`config.mk`:
```
export PLATFORM = sky130hd
export DESIGN_NAME = pipe_result_sink
export DESIGN_NICKNAME = d
export VERILOG_FILES = /design/src/rtl/pipe_result_sink.sv
export SDC_FILE = /design/constraint.sdc
export NUM_CORES = 1
export LEC_CHECK = 0
export ABC_AREA = 1
export CORE_MARGIN = 2
export CORE_UTILIZATION = 30
export DETAILED_ROUTE_END_ITERATION = 16
export GPL_TIMING_DRIVEN = 0
export SYNTH_ARGS = -nofsm -noshare
export SYNTH_HDL_FRONTEND = slang
export SYNTH_SLANG_ARGS = --single-unit
export TNS_END_PERCENT = 20
```
`constraint.sdc`:
```
create_clock -name clk -period 6.2 [get_ports clk]
set_clock_uncertainty 0.05 [all_clocks]
set_input_delay 1.24 -clock clk [delete_from_list [all_inputs] [get_ports clk]]
set_output_delay 1.24 -clock clk [all_outputs]
set_load 0.01 [all_outputs]
```
`src/rtl/pipe_result_sink.sv`:
```
// Result sink for a fixed-latency, non-stallable pipe: a FWFT FIFO with credit-based issue control.
// A result is on o_d one cycle after it is written; upstream stalls only through o_issue_ok.
module pipe_result_sink #(
    parameter int DW    = 32,
    parameter int LAT   = 12,
    parameter int DEPTH = 16
) (
    input  logic                         clk,
    input  logic                         rst,
    input  logic                         i_issue,
    output logic                         o_issue_ok,
    input  logic                         i_valid,
    input  logic [DW-1:0]                i_d,
    output logic                         o_valid,
    output logic [DW-1:0]                o_d,
    input  logic                         i_ready,
    output logic [$clog2(DEPTH+1)-1:0]   o_count,
    output logic [$clog2(DEPTH+1)-1:0]   o_inflight,
    output logic                         o_err
);
    localparam int CW = $clog2(DEPTH + 1);
    localparam int PW = (DEPTH > 1) ? $clog2(DEPTH) : 1;
    localparam int FW = (LAT > 0) ? $clog2(LAT + 1) : 1;

    typedef enum logic {FLUSH, RUN} state_t;

    state_t         state_q, state_d;
    logic [FW-1:0]  fcnt_q, fcnt_d;
    logic [CW-1:0]  count_q, count_d;
    logic [CW-1:0]  inflight_q, inflight_d;
    logic [PW-1:0]  wr_ptr, rd_ptr;
    logic [DW-1:0]  mem [DEPTH];
    logic           err_q;

    logic           run, pop, full, wr_en, issue_c, valid_c, ret, err_set;
    logic [CW:0]    sum, infl_ext;

    function automatic logic [PW-1:0] bump(input logic [PW-1:0] p);
        return (p == PW'(DEPTH - 1)) ? '0 : p + 1'b1;
    endfunction

    // The delay lines upstream are not reset, so their stale contents drain during FLUSH.
    always_comb begin
        state_d = state_q;
        fcnt_d  = fcnt_q;
        case (state_q)
            FLUSH: begin
                if (fcnt_q <= FW'(1)) begin
                    state_d = RUN;
                    fcnt_d  = '0;
                end else begin
                    fcnt_d  = fcnt_q - 1'b1;
                end
            end
            RUN:     state_d = RUN;
            default: state_d = FLUSH;
        endcase
    end

    always_comb begin
        run        = (state_q == RUN);
        sum        = {1'b0, count_q} + {1'b0, inflight_q};
        o_issue_ok = run && (sum < (CW+1)'(DEPTH));
        o_valid    = (count_q != '0);
        o_d        = mem[rd_ptr];
        pop        = o_valid & i_ready;
        full       = (count_q == CW'(DEPTH));
        issue_c    = run & i_issue;
        valid_c    = run & i_valid;
        wr_en      = valid_c & (~full | pop);
        // With LAT=0 a result may return in its own issue cycle.
        ret        = valid_c & ((inflight_q != '0) | issue_c);
        infl_ext   = {1'b0, inflight_q} + (CW+1)'(issue_c) - (CW+1)'(ret);
        inflight_d = (infl_ext > (CW+1)'(DEPTH)) ? CW'(DEPTH) : infl_ext[CW-1:0];
        count_d    = count_q + CW'(wr_en) - CW'(pop);
        err_set    = (issue_c & ~o_issue_ok)
                   | (valid_c & (inflight_q == '0) & ~issue_c)
                   | (valid_c & full & ~pop);
    end

    always_ff @(posedge clk) begin
        if (rst) begin
            state_q    <= FLUSH;
            fcnt_q     <= FW'(LAT);
            count_q    <= '0;
            inflight_q <= '0;
            wr_ptr     <= '0;
            rd_ptr     <= '0;
            err_q      <= 1'b0;
        end else begin
            state_q    <= state_d;
            fcnt_q     <= fcnt_d;
            count_q    <= count_d;
            inflight_q <= inflight_d;
            if (wr_en) wr_ptr <= bump(wr_ptr);
            if (pop)   rd_ptr <= bump(rd_ptr);
            if (err_set) err_q <= 1'b1;
        end
    end

    always_ff @(posedge clk) begin
        if (!rst && wr_en) mem[wr_ptr] <= i_d;
    end

    assign o_count    = count_q;
    assign o_inflight = inflight_q;
    assign o_err      = err_q;
endmodule
```
==> impl_metrics.ini <==
[setup_path]
r2r_setup_slack_ns = 3.22
worst_setup_path_start_kind = register
reg2reg_from = o_count[3]
end_kind = primary output
crit_required_ns = 4.91
rr_endpoint = mem[7][22]
reg2reg_depth = 10
critPathKind = reg2out
path_max_fanout = 10
crit_arrival_ns = 3.30

[timing]
min_period_ns = 4.59
hold_viol_final = 0
slew_viol_final = 0
holdWs_ns = 0.452
period_share = 0.741
clock.fmax_ghz = 0.218
setup_viol = 0
rsz0062_at_grt = no
worstMarginPinSlew_ns = 1.15
slew_headroom = 0.232

[clock_network]
holdBufCountCts = 0
cts_tree = built
cts_buffers = 56
clockBufferDepth = 3
clk_pin_slew_ns = 0.06
clock-sinks = 540
cts_setup_buffers = 0
worst_skew_pair.late_latency_ns = 0.62
cts-resized-gates = 0
htree_levels = 2
cts_root_buf = clkbuf_16

[synthesis]
avgSynthCellArea_um2 = 12.2
synth_fa_ha_area_frac = 0.0150
synth_top_family_by_area = compound AO/OA/AOI/OAI gates
synth_nets = 1919
synth_mux_area_frac = 0
synthesis.area_um2 = 22700
synth-seq-cells = 540
synthDominantCellAreaShare = 0.679
synth_compound_area_frac = 0.106
synth_xor_area_frac = 0.00232
yosysWarningCount = 0
postSynthCellCount = 1856
synthTopCellsByArea = edfxtp_1, inv_1, nand3_1
synth-simple-area-share = 0.0881
synth_top_area_cell = edfxtp_1
ys_seq_area_frac = 0.703
synth_cell_types = 31

[power_and_ir_drop]
power_density_nw_per_um2 = 368
combPwrFrac = 0.240
power_uw = 9980
p_sw_frac = 0.305
power.switching_uw = 3040
p_leak_uw = 0.00963
clockPowerShare = 0.351
power.internal_uw = 6940
max-vdd-ir-drop_mv = 0.271
pwr-share-seq = 0.409

[die]
start_util = 0.304
dieArea_um2 = 77700
dieHeight_um = 279
num_rows = 100
coreArea_um2 = 74600
num_io_pins = 82
die_w_um = 279

[finish]
fin_util = 0.363
area_delta_synth_final_pct = 19.6
diodes = 0
nets = 2076
drive_gt1_frac = 0.0958

[global_route]
grt_overflow_total = 0
grt_pass1_vias = 15000
antenna_found_initial = 0
grt_max_degree = 22
grt_pass1_wl_um = 98600
track_usage = 0.172

[hold_path]
min_path_type = reg2reg
hold_depth = 2
hp-start = rd_ptr[2]

[routing]
vias = 15200
drcViolationCount = 0
drt_wl_total_um = 68300
wl_per_cell_um = 22.6
drtIter0Drc = 1654
ant_nets = 0
post_drt_via_cell_ratio = 5.03
dr.pass1.iters = 7

[placed_design]
dpl.hpwl_um = 43600
gp_congestion = 0.810
port_buffers = 81

[job]
maxCapViolations = 0

[outcome]
status = complete, no violations
==> worst max-delay path by stage <==
stage	slack, ns	cells after the start	end	startpoint
final	1.61	6	o_d[0]	register
after global routing	1.51	7	o_d[29]	register
after CTS	1.62	6	o_d[0]	register
after detailed placement	2.16	6	mem[7][22]	rst
after global placement	-0.18	5	mem[15][19]	rst
after floorplan	2.58	6	mem[11][0]	i_valid
==> flip-flops by register name, summed over array words and instances, names as in the netlist, named ones only <==
name,count
o_count,5
mem,512
fcnt_q,4
o_err,1
o_inflight,5
run,1
rd_ptr,4
wr_ptr,4
==> power by group through the flow <==
stage	clock network, uW	registers (uW)	logic [uW]
CTS	3530	4080	2400
global route	3670	4090	2610
finish	3510	4080	2400
floorplan	0	4150	1370
detailed placement	0	4160	2390
global placement	0	4160	2350
==> per-layer routing <==
metal | track usage | wire, um
met5 | 0 | 0
met4 | 0.0492 | 1660
met3 | 0.0303 | 5890
met2 | 0.287 | 32500
met1 | 0.231 | 28300
==> synthesized netlist by cell type (all sizes together) <==
master	n
edfxtp	512
inv	304
nand2	206
nand3	206
a21oi	147
o21ai	138
o211ai	128
buf	68
clkbuf	39
nor2	34
dfxtp	28
ha	24
nor3	5
xnor2	4
fa	2
nand3b	2
nand4	2
xor2	2
and2	1
nor4	1
o2111ai	1
o21bai	1
o22ai	1
==> logic make-up (layout without fill, tap and decap cells) <==
| logic type | Yosys count | count (layout) |
|---|---|---|
| and+or+nand+nor | 457 | 457 |
| AOI/OAI and AO/OA | 416 | 416 |
| adders and majority gates | 26 | 26 |
| buffers and inverters | 411 | 612 |
| DFF | 540 | 540 |
| xor gates and xnor gates | 6 | 6 |
==> critical path, stage by stage, from the launching register on <==
cell	delay [ns]
dfxtp_1	0.42
clkbuf_1	0.43
clkbuf_1	0.84
nand3_1	0.17
nand3_1	0.18
nand2_1	0.13
clkdlybuf4s50_1	0.51
==> per-stage QoR <==
step / cell area, um^2 / instances / setup slack [ns] / TNS (ns)
floorplan: 22700 / 1856 / 2.58 / 0
global placement: 24700 / 2906 / -0.185 / -14.96
detailed placement: 25200 / 2924 / 2.16 / 0
CTS: 27100 / 3026 / 1.62 / 0
global route: 27100 / 3026 / 1.51 / 0
finish: 27100 / 3026 / 1.61 / 0
==> placed cells by master (no fill, tap or decap), drive strengths merged, types with 34 or more instances in the layout <==
cell type,instances
a21oi,147
clkbuf,104
buf,86
o211ai,128
nand2,206
inv,309
o21ai,138
clkdlybuf4s50,81
nand3,206
nor2,34
edfxtp,512
==> area by class of cell <==
class | instances | area (um^2)
repair buffers | 99 | 1220
multi-input cells | 905 | 4920
well taps | 969 | 1210
clock buffers | 65 | 1460
plain buffers | 107 | 778
inverters | 304 | 1140
clock inverters | 37 | 443
flip-flops and latches | 540 | 15900
fillers | 7128 | 47500
No activity file was read; power rests on OpenSTA's default activity.
